==> src/rtl/data_memory_arbiter.sv <==
// data_memory_arbiter: two-port round-robin arbiter and access sequencer
// in front of the vector data memory.
// Each granted request runs IDLE -> ACCESS -> RESP, so at most one access
// completes every three cycles.
// Optional macro DATA_MEMORY_ARBITER_PERF_EN adds saturating 16-bit
// grant and conflict counters.
`timescale 1ns/1ps
module data_memory_arbiter #(
  parameter int unsigned ADDR_W = 128,
  parameter int unsigned DATA_W = 128
) (
  input  logic              clk,
  input  logic              rst,
  input  logic              req0_valid,
  output logic              req0_ready,
  input  logic              req0_we,
  input  logic              req0_vf,
  input  logic [ADDR_W-1:0] req0_addr,
  input  logic [DATA_W-1:0] req0_wd,
  input  logic              req1_valid,
  output logic              req1_ready,
  input  logic              req1_we,
  input  logic              req1_vf,
  input  logic [ADDR_W-1:0] req1_addr,
  input  logic [DATA_W-1:0] req1_wd,
  output logic              rsp_valid,
  output logic              rsp_id,
  output logic [DATA_W-1:0] rsp_rd,
  output logic              mem_we,
  output logic              mem_vf,
  output logic [ADDR_W-1:0] mem_addr,
  output logic [DATA_W-1:0] mem_wd,
  input  logic [DATA_W-1:0] mem_rd
`ifdef DATA_MEMORY_ARBITER_PERF_EN
  ,
  output logic [15:0]       perf_grant0,
  output logic [15:0]       perf_grant1,
  output logic [15:0]       perf_conflict
`endif
);

  typedef enum logic [1:0] {
    S_IDLE   = 2'd0,
    S_ACCESS = 2'd1,
    S_RESP   = 2'd2
  } state_t;

  state_t              r_state;
  logic                r_owner;
  logic                r_last_grant;
  logic                r_mem_we;
  logic                r_mem_vf;
  logic [ADDR_W-1:0]   r_mem_addr;
  logic [DATA_W-1:0]   r_mem_wd;
  logic                r_rsp_valid;
  logic                r_rsp_id;
  logic [DATA_W-1:0]   r_rsp_rd;

  logic                w_both;
  logic                w_accept;
  logic                w_winner;
  logic                w_sel_we;
  logic                w_sel_vf;
  logic [ADDR_W-1:0]   w_sel_addr;
  logic [DATA_W-1:0]   w_sel_wd;

  // Winner selection: on a tie the port that did not win last time goes first
  always_comb begin
    w_both     = req0_valid & req1_valid;
    w_accept   = (r_state == S_IDLE) & (req0_valid | req1_valid);
    w_winner   = w_both ? ~r_last_grant : req1_valid;
    w_sel_we   = w_winner ? req1_we   : req0_we;
    w_sel_vf   = w_winner ? req1_vf   : req0_vf;
    w_sel_addr = w_winner ? req1_addr : req0_addr;
    w_sel_wd   = w_winner ? req1_wd   : req0_wd;
  end

  assign req0_ready = w_accept & ~w_winner;
  assign req1_ready = w_accept &  w_winner;

  assign mem_we    = r_mem_we;
  assign mem_vf    = r_mem_vf;
  assign mem_addr  = r_mem_addr;
  assign mem_wd    = r_mem_wd;
  assign rsp_valid = r_rsp_valid;
  assign rsp_id    = r_rsp_id;
  assign rsp_rd    = r_rsp_rd;

  // Access sequencer: latch the winner, drive one memory cycle, then respond
  always_ff @(posedge clk or posedge rst) begin
    if (rst) begin
      r_state      <= S_IDLE;
      r_owner      <= 1'b0;
      r_last_grant <= 1'b1;
      r_mem_we     <= 1'b0;
      r_mem_vf     <= 1'b0;
      r_mem_addr   <= '0;
      r_mem_wd     <= '0;
      r_rsp_valid  <= 1'b0;
      r_rsp_id     <= 1'b0;
      r_rsp_rd     <= '0;
    end else begin
      case (r_state)
        S_IDLE: begin
          r_rsp_valid <= 1'b0;
          if (w_accept) begin
            r_mem_we     <= w_sel_we;
            r_mem_vf     <= w_sel_vf;
            r_mem_addr   <= w_sel_addr;
            r_mem_wd     <= w_sel_wd;
            r_owner      <= w_winner;
            r_last_grant <= w_winner;
            r_state      <= S_ACCESS;
          end
        end
        S_ACCESS: begin
          r_mem_we    <= 1'b0;
          r_rsp_rd    <= r_mem_we ? '0 : mem_rd;
          r_rsp_valid <= 1'b1;
          r_rsp_id    <= r_owner;
          r_state     <= S_RESP;
        end
        S_RESP: begin
          r_rsp_valid <= 1'b0;
          r_state     <= S_IDLE;
        end
        default: begin
          r_mem_we    <= 1'b0;
          r_rsp_valid <= 1'b0;
          r_state     <= S_IDLE;
        end
      endcase
    end
  end

`ifdef DATA_MEMORY_ARBITER_PERF_EN
  logic [15:0] r_perf_grant0;
  logic [15:0] r_perf_grant1;
  logic [15:0] r_perf_conflict;

  assign perf_grant0   = r_perf_grant0;
  assign perf_grant1   = r_perf_grant1;
  assign perf_conflict = r_perf_conflict;

  // Saturating event counters for grants per port and contended IDLE cycles
  always_ff @(posedge clk or posedge rst) begin
    if (rst) begin
      r_perf_grant0   <= 16'd0;
      r_perf_grant1   <= 16'd0;
      r_perf_conflict <= 16'd0;
    end else begin
      if (req0_ready && (r_perf_grant0 != 16'hFFFF))
        r_perf_grant0 <= r_perf_grant0 + 16'd1;
      if (req1_ready && (r_perf_grant1 != 16'hFFFF))
        r_perf_grant1 <= r_perf_grant1 + 16'd1;
      if ((r_state == S_IDLE) && w_both && (r_perf_conflict != 16'hFFFF))
        r_perf_conflict <= r_perf_conflict + 16'd1;
    end
  end
`endif

endmodule

==> config.mk <==
export PLATFORM = sky130hd
export DESIGN_NAME = data_memory_arbiter
export DESIGN_NICKNAME = d
export VERILOG_FILES = /design/src/rtl/data_memory_arbiter.sv
export SDC_FILE = /design/constraint.sdc
export NUM_CORES = 1
export LEC_CHECK = 0
export CAP_MARGIN = 20
export CORE_AREA = 5 5 400 402
export DETAILED_ROUTE_END_ITERATION = 8
export DIE_AREA = 0 0 405 407
export PLACE_DENSITY_LB_ADDON = 0.15
export SETUP_SLACK_MARGIN = 0.4
export SLEW_MARGIN = 5
export SYNTH_ARGS = -nofsm -noshare
export SYNTH_HDL_FRONTEND = slang
export SYNTH_SLANG_ARGS = --single-unit
export TNS_END_PERCENT = 10
==> constraint.sdc <==
create_clock -name clk -period 34.5 [get_ports clk]
set_clock_uncertainty 0.1 [all_clocks]
set_input_delay 5.175 -clock clk [delete_from_list [all_inputs] [get_ports clk]]
set_output_delay 5.175 -clock clk [all_outputs]
set_load 0.02 [all_outputs]
**After elaboration in Yosys (flattened, before gate mapping)**

Index checks and enable logic that the tools add are counted.

- Flip-flop bits (word level): 392

- Eq/ne operators: 3
- Reductions and logical operators: 3
- Bitwise operators: 8
- Mux-type cells: 11

Operators by type and width:

| cell | number |
|---|---|
| 128-bit two-way mux | 3 |
| 1-bit two-way mux | 5 |
| 1-bit bitwise AND | 4 |
| 2-bit one-hot mux with 2 select lines | 1 |
| 2-bit AND reduction | 2 |
| 1-bit NOT | 3 |
| 2-bit by 1-bit equality test with 1-bit output, second input constant | 1 |
| 2-bit equality test, second input constant | 1 |
| 2-bit logical NOT | 1 |
| 2-bit two-way mux | 1 |
| 2-bit != test, second input constant | 1 |
| 1-bit one-hot mux with 2 select lines | 1 |
| 1-bit OR | 1 |

**Logic depth before layout (Yosys ltp)**

Gate-level depths: netlist of run 1.

- Word-level depth: 5
- Depth in mapped cells: 7
- Depth with buffers taken out: 4

**Worst setup path after synthesis of run 1**

Ideal clock, no wire load.

- Path type: input to output
- Start: input req1_valid
- End: output req0_ready
- Required time: 29.225 ns
- Stages: 4
- Arrival time: 5.735 ns
- Path slack: 23.490 ns
- Cells stage by stage: nand2b_1 > and3_1 > buf_2 > buf_2

- Word-level cells in the longest chain between the ends: 4
- Elaborated cells between the ends (all ways): 6
- Those cells by class: 1 x mux; 5 x bitwise

RTL lines:

| item | RTL line | RTL |
|---|---|---|
| from (decl) | 20 | `input logic req1_valid,` |
| 1-bit bitwise AND | 69 | `w_both = req0_valid & req1_valid;` |
| 1-bit two-way mux | 71 | `w_winner = w_both ? ~r_last_grant : req1_valid;` |
| 1-bit NOT | 78 | `assign req0_ready = w_accept & ~w_winner;` |
| 1-bit bitwise AND (*) | 78 |  |
| to (decl) | 15 | `output logic req0_ready,` |

Every way passes the cells marked *; elsewhere a longest branch is shown, timed or not.

**Worst setup path after layout of run 1**

Ends and elaborated chain as after synthesis.

==> metrics list, run 1 <==
- Clock sink total: 392
- Fraction of final layout cells sized beyond drive strength 1: 0.0453
- The share of synthesized area in the top cell type comes to 0.566.
- The run finished with clean final reports.
- For this design the static power due to leakage is 12.2 nW.
- Area Overhead vs Synth: 81.8%
- In this run, placement finished with an instance count of 4430.
* # resized after CTS: 0
- Counting instances in the post-synthesis netlist gives the leading cell types as 391 x sky130_fd_sc_hd__dfrtp_1, 258 x sky130_fd_sc_hd__a221o_1, 222 x sky130_fd_sc_hd__a21boi_0.
* Class of the tightest hold or removal check: reg -> reg
- Routed signal wires occupy layers up through met5.
- The worst setup path is captured at an output pin.
- The clock passes through at most 3 buffers.
- Across every metal layer, demand over resource in global routing totals 0.137.
- Via count of the first global-routing pass: 17900
- Sum of routed wire segments on met1: 43900 um
- WL final: 120000 um
- Global-route wire length before repair: 159000 um
* Fillcell total: 17100
- CTS tree: yes
- The worst setup path is launched from an input port.
- For the worst-skew pair, the clock arrives at the later sink with an insertion delay of 0.63 ns.
- Maximum number of pins on one net before global-route repair: 153
- Of all nets on the critical path, the largest fanout is 23.
- The cell count after synthesis came out at 1470.
* Mean area per synthesized cell: 11.8 sq um
* Wire length on met3: 11500 um
* Largest voltage drop on the vdd net: 32.3 uV
* DRT antenna net count: 0
- Number of synthesized register bits: 392
- Setup violations remaining at the end of the flow were counted as 0.
- Number of max-capacitance violations reported: 0
- Final period util: 0.358
* I/O Pins: 1038
- From bottom edge to top edge, the die measures 407 um.
- Counting the buffers created by CTS gives 57.
- Post-synthesis cell type count: 19
* Met2 routed WL: 61800 um
- Hold buffer count at cts: 0
* Via total after detailed routing: 16800
* Input/output buffers: 1037
- HPWL Detailed: 90100 um
* Core Area: 156000 sq um
* Weighted congestion reported at the end of routability-driven placement: 0.782
* Most used DFF post-synth: sky130_fd_sc_hd__dfrtp_1
* Most instantiated library cell after synthesis: sky130_fd_sc_hd__dfrtp_1
* Fin cells: 4552
* Max-slew violation count: 0
- Clock period minus final worst setup slack: 12.35 ns
* Setup repair after global routing missed its margin: no
- For this run, the top clock speed supported by timing is 0.0810 GHz.
- Post-layout net count: 3079
* Number of levels in the clock H-tree: 2
* Post-detailed-route via-to-cell ratio: 3.69
- CP Data Required Time: 29.23 ns
* Mean routed wirelength per cell: 26.4 um
* Critical path class: in -> out
- The count of final hold-check violations is 0.
- The first routing iteration left 1006 violations.
- The number of antenna violations at the first check in global routing was 70.
* Die outline width: 405 um
- Number of synthesized flops with an enable pin: 0
* Leading area contributor after synthesis: sky130_fd_sc_hd__dfrtp_1
* Multi-input logic area: 6550 sq um
- Final sum of negative setup slack: 0 ns
* Power per Cell Area: 93.5 nW/um^2
- Top cells by area in the synthesized netlist: sky130_fd_sc_hd__dfrtp_1 57%, sky130_fd_sc_hd__a221o_1 15%, sky130_fd_sc_hd__a21boi_0 9.6%
* Sequential-to-total area share from yosys stat: 0.568
- Starting Density: 0.111
- After floorplanning, the core was divided into 145 placement rows.
* Number of detailed-routing iterations run before antenna repair: 5
* Slew at the pin with the worst max-slew slack: 1.03 ns
- At the worst endpoint, the arrival time is 7.07 ns.
- Yosys warning count: 0
- Synthesis produced a netlist with a net count of 2118.
- Register cell area after layout: 9810 sq um
* Area of the mapped netlist: 17300 sq um
* DRC viols: 0
- Async set-or-reset flop fraction in the synthesized netlist: 1.00
- Master cell of the clock root buffer: sky130_fd_sc_hd__clkbuf_16
* Number of setup buffers added after CTS: 0
* Clock slew seen by the registers of the worst setup and hold paths: 0.06 ns
* Placed instance area: 29500 sq um
* Die Area: 165000 sq um
- In this run the tightest slew margin relative to its limit is 0.314.
* Residual overflow from global routing: 0
* Final design instance area without fill: 31400 sq um
## final timing paths
kind,from,endpoint,slack [ns],depth (start not counted)
max in group asynchronous,rst,rsp_rd[6],26.40,5
min,rsp_rd[11],rsp_rd[11],0.38,2
max,req1_valid,req0_ready,22.15,4
max reg2reg,r_state[0],mem_addr[54],29.97,7
min in group asynchronous,rst,mem_addr[32],4.98,2
min reg2reg,rsp_rd[11],rsp_rd[11],0.38,2
## cell usage in the layout (no fill, tap or decap), types with 2 or more instances in the layout
cell type                         count
sky130_fd_sc_hd__o21ai_0            128
sky130_fd_sc_hd__a21boi_0           222
sky130_fd_sc_hd__a221o_1            258
sky130_fd_sc_hd__nand2_1            132
sky130_fd_sc_hd__nand2b_1           130
sky130_fd_sc_hd__a21oi_1              3
sky130_fd_sc_hd__buf_12               2
sky130_fd_sc_hd__diode_2             22
sky130_fd_sc_hd__and3_4               2
sky130_fd_sc_hd__dfrtp_1            390
sky130_fd_sc_hd__buf_4               21
sky130_fd_sc_hd__clkdlybuf4s50_1   1037
sky130_fd_sc_hd__clkinv_2             3
sky130_fd_sc_hd__inv_1                3
sky130_fd_sc_hd__clkbuf_8            16
sky130_fd_sc_hd__clkbuf_1            19
sky130_fd_sc_hd__a21boi_1            35
sky130_fd_sc_hd__clkbuf_16           57
sky130_fd_sc_hd__nor2_1               2
## critical path: stages
cell	delay, ns
sky130_fd_sc_hd__clkdlybuf4s50_1	0.45
sky130_fd_sc_hd__nand2b_1	0.10
sky130_fd_sc_hd__and3_4	0.53
sky130_fd_sc_hd__clkdlybuf4s50_1	0.78
## cell families (layout without fill, tap and decap cells)
| logic type | after synthesis | in the layout | synth area share |
|---|---|---|---|
| AO/OA/AOI/OAI | 646 | 646 | 0.299 |
| buffers and inverters | 162 | 1164 | 0.0545 |
| flip-flops | 392 | 392 | 0.568 |
| other | 0 | 22 | 0 |
| AND/OR/NAND/NOR | 270 | 270 | 0.0786 |
## state kept, by name, indices dropped and copies added, names as in the netlist
register,count
rsp_valid,1
r_last_grant,1
mem_wd,128
r_state,2
mem_addr,128
rsp_rd,128
r_owner,1
rsp_id,1
mem_we,1
mem_vf,1
## where the power goes
part           switching (mW)  internal (mW)
logic                   0.848          0.688
registers               0.131          0.683
clock network           0.244          0.345
total                    1.22           1.72
## cell type report
cell class / instances / share of cell area
Multi-Input combinational cell: 916 / 0.208
Sequential cell: 392 / 0.312
Clock inverter: 8 / 0.00343
Inverter: 4 / 0.000717
Antenna cell: 22 / 0.00175
Clock buffer: 92 / 0.0547
Tap cell: 2058 / 0.0820
Timing Repair Buffer: 1060 / 0.337
## metrics by stage
stage          total power, mW   util  hold WS [ns]  worst slack (ns)
2_1_floorplan             1.59      -         0.338             18.33
3_3_place_gp              2.39  0.190         0.365             22.08
3_5_place_dp              2.38  0.190         0.370             22.12
4_1_cts                   3.01  0.201         0.382             22.11
5_1_grt                   3.12  0.202         0.392             22.05
6_report                  2.94  0.202         0.375             22.15
## per-layer routing
metal / vias up / GRT usage
met3: 201 / 0.0607
met1: 8419 / 0.148
met5: - / 0
met2: 676 / 0.245
li1: 7471 / -
met4: 32 / 0.0329
(Power assumes the default switching activity.)
==> run 2: changes to the inputs <==
--- a/config.mk
+++ b/config.mk
@@ -6,9 +6,9 @@
 export NUM_CORES = 1
 export LEC_CHECK = 0
 export CAP_MARGIN = 20
-export CORE_AREA = 5 5 400 402
+export CORE_AREA = 5 5 403 405
 export DETAILED_ROUTE_END_ITERATION = 8
-export DIE_AREA = 0 0 405 407
+export DIE_AREA = 0 0 408 410
 export PLACE_DENSITY_LB_ADDON = 0.15
 export SETUP_SLACK_MARGIN = 0.4
 export SLEW_MARGIN = 5
==> constraint.sdc (replaced) <==
create_clock -name clk -period 11.6 [get_ports clk]
set_clock_uncertainty 0.1 [all_clocks]
set_input_delay 1.74 -clock clk [delete_from_list [all_inputs] [get_ports clk]]
set_output_delay 1.74 -clock clk [all_outputs]
set_load 0.02 [all_outputs]
==> metrics list, run 2 (synthesis results as in run 1) <==
- Result of the run: finished, final reports clean
- The die height is 410 um (+0.74%).
- Worst path cell trace: clkdlybuf4s50_1 > nand2_1 > and3_4 > clkdlybuf4s50_1
- Setup repair after global routing missed its margin: no
- Maximum number of pins on one net before global-route repair: 166 (+8.5%)
* Leading cell types in the layout, fill and taps excluded: 1037 x sky130_fd_sc_hd__clkdlybuf4s50_1, 390 x sky130_fd_sc_hd__dfrtp_1, 258 x sky130_fd_sc_hd__a221o_1
- Slew at the pin with the worst max-slew slack: 1.23 ns (+0.202 ns)
* Final count of hold timing violations: 0 (unchanged)
* Die outline width: 408 um (+0.74%)
- Critical path class: in -> out
* Fillcell total: 17300 (+1.1%)
- The number of antenna violations at the first check in global routing came to 76 (+8.6%).
- Hold buffer count at cts: 0 (unchanged)
- The worst supply voltage drop on vdd was 206 uV (+540%).
- Mean routed wirelength per cell: 25.8 um (-2.2%)
- Worst endpoint data arrival time: 3.66 ns (-3.41 ns)
- Post-detailed-route via-to-cell ratio: 3.68 (-0.36%)
* DRT antenna net count: 0 (unchanged)
- Die Area: 167000 sq um (+1.5%)
- Sort of element at the start of the critical path: input port
* # resized after CTS: 0 (unchanged)
- The worst setup path is captured at an output pin.
* Starting Density: 0.109 (-0.00165)
- The final cell count without fillers was 4565 (+0.29%).
- In the finished design, the share of the clock period the worst path needs comes to 0.474.
- The routability congestion estimate is 0.792 (+1.3%).
* Most common cell after layout, fill and taps aside: sky130_fd_sc_hd__clkdlybuf4s50_1
* Latest clock arrival within the worst-skew pair: 0.64 ns (about the same)
* Core Area: 158000 sq um (+1.5%)
* Input/output buffers: 1037 (unchanged)
- F_max: 0.182 GHz
- The count of pins over their slew limit was 0 (unchanged).
- Row Count: 146 (+0.69%)
- CTS tree: yes
- The clock sink count came to 392 (unchanged).
- The maximum level of the CTS H-tree came to 2 (unchanged).
* Residual overflow from global routing: 0 (unchanged)
* CP Data Required Time: 9.76 ns (-19.47 ns)
- The via count of the routed design is 16800 (-0.071%).
- Among all stages on the critical path, the largest delay is contributed by sky130_fd_sc_hd__clkdlybuf4s50_1.
- Master cell of the clock root buffer: sky130_fd_sc_hd__clkbuf_16
- Total GRT Usage: 0.134 (-0.00307)
- Final sum of negative setup slack: 0 ns (unchanged)
- The number of global-route vias before repair was 17900 (+0.045%).
- The top-level port count is 1038 (unchanged).
- The number of iterations in the first detailed-routing pass came to 4 (-1).
- Clock period minus final worst setup slack: 5.50 ns
- The largest fanout on the critical path came to 46 (+100%).
- The final core utilization came to 0.199 (-0.00289).
- The clock-pin slew of the registers on the worst-case setup and hold paths was 0.05 ns (about the same).
- Finish-stage setup viols: 0 (unchanged)
- Worst path most repeated cell: sky130_fd_sc_hd__clkdlybuf4s50_1
* Area Overhead vs Synth: 81.9% (about the same)
- The routed wire length is 118000 um (-1.9%).
* Fraction of final layout cells sized beyond drive strength 1: 0.0461 (+0.000828)
- The total CTS buffers is 57 (unchanged).
- Total power draw: 8.70 mW (+200%)
* Power per Cell Area: 277 nW/um^2 (+200%)
- Leakage component of the power: 12.2 nW (about the same)
- The deepest clock path buffer count was 3 (unchanged).
- The number of max-cap violations was 0 (unchanged).
- Post-layout net count: 3077 (-0.065%)
- Maximum cell stage delay along the critical path: 0.73 ns (-0.05 ns)
- Placed cell count: 4442 (+0.27%)
* DRC viols: 0 (unchanged)
- DR iter-0 viols: 996 (-0.99%)
- Global-route wire length before repair: 159000 um (about the same)
* Worst-case headroom to the max-slew limit: 0.180 (-0.135)
- Number of setup buffers added after CTS: 0 (unchanged)
- HPWL Detailed: 87900 um (-2.5%)
* Class of the tightest hold or removal check: reg -> reg
==> run 2: report_power, final <==
part	total [mW]	switching, mW	internal [mW]
Sequential	2.45	0.420	2.03
Clock	1.75	0.727	1.02
Combinational	4.50	2.45	2.05
==> run 2: area by class of cell <==
| type | instances | area [sq um] | area share |
|---|---|---|---|
| clock buffer | 89 | 1710 | 0.0543 |
| tap | 2072 | 2590 | 0.0825 |
| clock inverter | 12 | 114 | 0.00362 |
| sequential | 392 | 9810 | 0.312 |
| antenna | 22 | 55.1 | 0.00175 |
| multi-input combinational | 916 | 6550 | 0.208 |
| inverter | 4 | 18.8 | 0.000597 |
| timing repair buffer | 1058 | 10600 | 0.337 |
==> run 2: final timing paths <==
check	slack (ns)	endpoint	cells after the start	start
setup reg to reg	6.94	mem_addr[53]	7	r_state[0]
max in group asynchronous	8.29	mem_wd[59]	4	rst
min in group asynchronous	1.45	mem_addr[57]	3	rst
hold / removal	0.37	rsp_rd[58]	2	rsp_rd[58]
setup / recovery	6.10	req1_ready	4	req0_valid
hold reg to reg	0.37	rsp_rd[58]	2	rsp_rd[58]
==> run 2: per-stage QoR <==
stage          hold WS (ns)  setup WS (ns)  cell area, sq um
3_3_place_gp          0.362           5.81             29600
2_1_floorplan         0.338           4.49             17300
3_5_place_dp          0.367           5.80             29600
6_report              0.375           6.10             31400
5_1_grt               0.399           6.04             31400
4_1_cts               0.381           6.11             31400
==> run 2: layer usage <==
metal	global-route usage	part of all wire	wire length, um
met1	0.151	0.39	45700
met3	0.0558	0.090	10600
met5	0	0.0019	222
met2	0.231	0.50	58400
met4	0.0382	0.025	2930
==> run 2: critical path, delay by kind of cell <==
family | cells | cell delay (ns)
buf+inv | 2 | 1.17
simple gates | 2 | 0.72
==> patch: new RTL, config.mk and constraints of run 2 <==
Set the parameter `ADDR_W` to 192 (it was 128).
--- a/src/rtl/data_memory_arbiter.sv
+++ b/src/rtl/data_memory_arbiter.sv
@@ -6,7 +6,7 @@
 // grant and conflict counters.
 `timescale 1ns/1ps
 module data_memory_arbiter #(
-  parameter int unsigned ADDR_W = 128,
+  parameter int unsigned ADDR_W = 192,
   parameter int unsigned DATA_W = 128
 ) (
   input  logic              clk,
Ports: changed (resized mem_addr, req0_addr and req1_addr); port bits go from 1038 to 1230. The function was not compared with the original's and may differ.
==> patch against run 2 <==
Critical path depth is 1 lower; final area rose by 16%; sequential power up 17%; power grew 18%; setup slack got worse by 0.28 ns; first-iteration DRC count rose by 21%; wire length is 20% higher; clock power grew 22%; sequential cell count grew 64; via count rose by 19%; synthesized area grew 16%.
==> patch: results (changes against run 2) <==
Route
  – Final wirelength: 141 mm (was 118 mm)
  – Detail-routed net length per standard cell: 28.4 um (was 25.8 um)
  – First drt pass iteration count: 5 (was 4)
  – Via count: 19931 (was 16787)
  – DRT iter0 DRCs: 1210 (was 996)

Yosys
  – Mapped Cells: 1691 (was 1470)
  – Syn nets: 2467 (was 2118)
  – Top cells by count, synth: dfrtp_1 (455), a221o_1 (322), a21boi_0 (313), nand2_1 (132), nand2b_1 (131) (was dfrtp_1 (391), a221o_1 (258), a21boi_0 (222), nand2_1 (132), nand2b_1 (131))
  – Largest cells by area after synthesis: dfrtp_1 (57%), a221o_1 (16%), a21boi_0 (12%) (was dfrtp_1 (57%), a221o_1 (15%), a21boi_0 (9.6%))

Clock tree
  – H-Tree Depth: 3 (was 2)
  – Cts bufs inserted: 69 (was 57)
  – Clock sinks: 456 (was 392)
  – Worst-skew pair later-pin latency: 0.66 ns (was 0.64 ns)

Global routing
  – Largest net degree at the start of global routing: 164 (was 166)
  – GRT Total Usage: 16.1% (was 13.4%)
  – Initial antenna violation count: 79 (was 76)

Power and ir drop
  – Pleak: 14.3 nW (was 12.2 nW)
  – Seq pwr share: 27.9% (was 28.2%)
  – Int Pwr: 6.02 mW (was 5.10 mW)
  – Max VDD drop: 0.000178 V (was 0.000206 V)
  – Clock network power: 2.13 mW (was 1.75 mW)
  – Pwr dens: 282 nW/um^2 (was 277 nW/um^2)

Layout
  – Fraction of cell area in non-clock buffers: 34.4% (was 33.7%)
  – FILL cells: 16956 (was 17259)
  – Share of layout cells above drive strength 1: 4.70% (was 4.61%)
  – Nets: 3605 (was 3077)
  – Utilization after layout: 23.1% (was 19.9%)
  – Sequential cell area share: 31.3% (was 31.2%)
  – Clkbuf count: 96 (was 89)
  – Non-clock buffer total of the final layout: 1254 (was 1058)
  – Comb_multi_in: 1044 (was 916)

Timing
  – Max-slew headroom: 19.5% (was 18.0%)

Worst setup path
  – CP max FO: 59 (was 46)
  – CP max stage cell: and3_4 (was clkdlybuf4s50_1)
  – Crit path DAT: 3.94 ns (was 3.66 ns)

Placed design
  – Placed Instances: 4829 (was 4442)
  – Placer Congestion: 0.822 (was 0.792)
  – IO Port Bufs: 1229 (was 1037)
  – Placed instance area: 34200 um^2 (was 29600 um^2)
  – Dpl ws: 5.84 ns (was 5.80 ns)
  – DP HPWL: 106 mm (was 87.9 mm)

Status
  – Outcome: complete, no violations (unchanged)
-- patch: cell count changes in the layout (fill, tap and decap cells not counted), moves of 6 or more --
cell and change:
dfrtp_1 +64, clkdlybuf4s50_1 +192, diode_2 -6, a21boi_1 -27, a21boi_0 +91, a221o_1 +64
clkbuf_16 +13
-- patch: per-layer routing --
layer | global-route usage [%] | vias up | wire length, um
met5 | 0 | - | 203
li1 | - | 8712 | -
met1 | 18.2 | 10124 | 53700
met3 | 5.55 | 195 | 11000
met2 | 29.2 | 868 | 73100
met4 | 3.47 | 32 | 3080
-- patch: worst paths after layout --
kind / start / to / slack, ns / cells after the start
setup / recovery: req1_valid / req1_ready / 5.82 / 3
hold / removal: rsp_rd[14]$_DFFE_PP0P_ / rsp_rd[14]$_DFFE_PP0P_ / 0.38 / 2
setup reg to reg: r_state[0]$_DFFE_PP0P_ / mem_vf$_DFFE_PP0P_ / 7.17 / 6
hold reg to reg: rsp_rd[14]$_DFFE_PP0P_ / rsp_rd[14]$_DFFE_PP0P_ / 0.38 / 2
max in group asynchronous: rst / mem_wd[33]$_DFFE_PP0P_ / 7.89 / 4
min in group asynchronous: rst / mem_addr[71]$_DFFE_PP0P_ / 1.40 / 2
-- patch: kinds of logic (layout without fill, tap and decap cells) --
kind of cell / after synthesis / after routing / synth area share (%)
buffers and inverters: 191 / 1373 / 5.03
other: 0 / 16 / 0
DFF: 456 / 456 / 56.9
and+or+nand+nor: 270 / 270 / 6.74
AOI/OAI and AO/OA: 774 / 774 / 31.3
-- patch: worst max-delay path, delay by kind of cell --
kind / cells / cell delay, ns
and+or+nand+nor: 1 / 0.82
buffers and inverters: 2 / 1.35
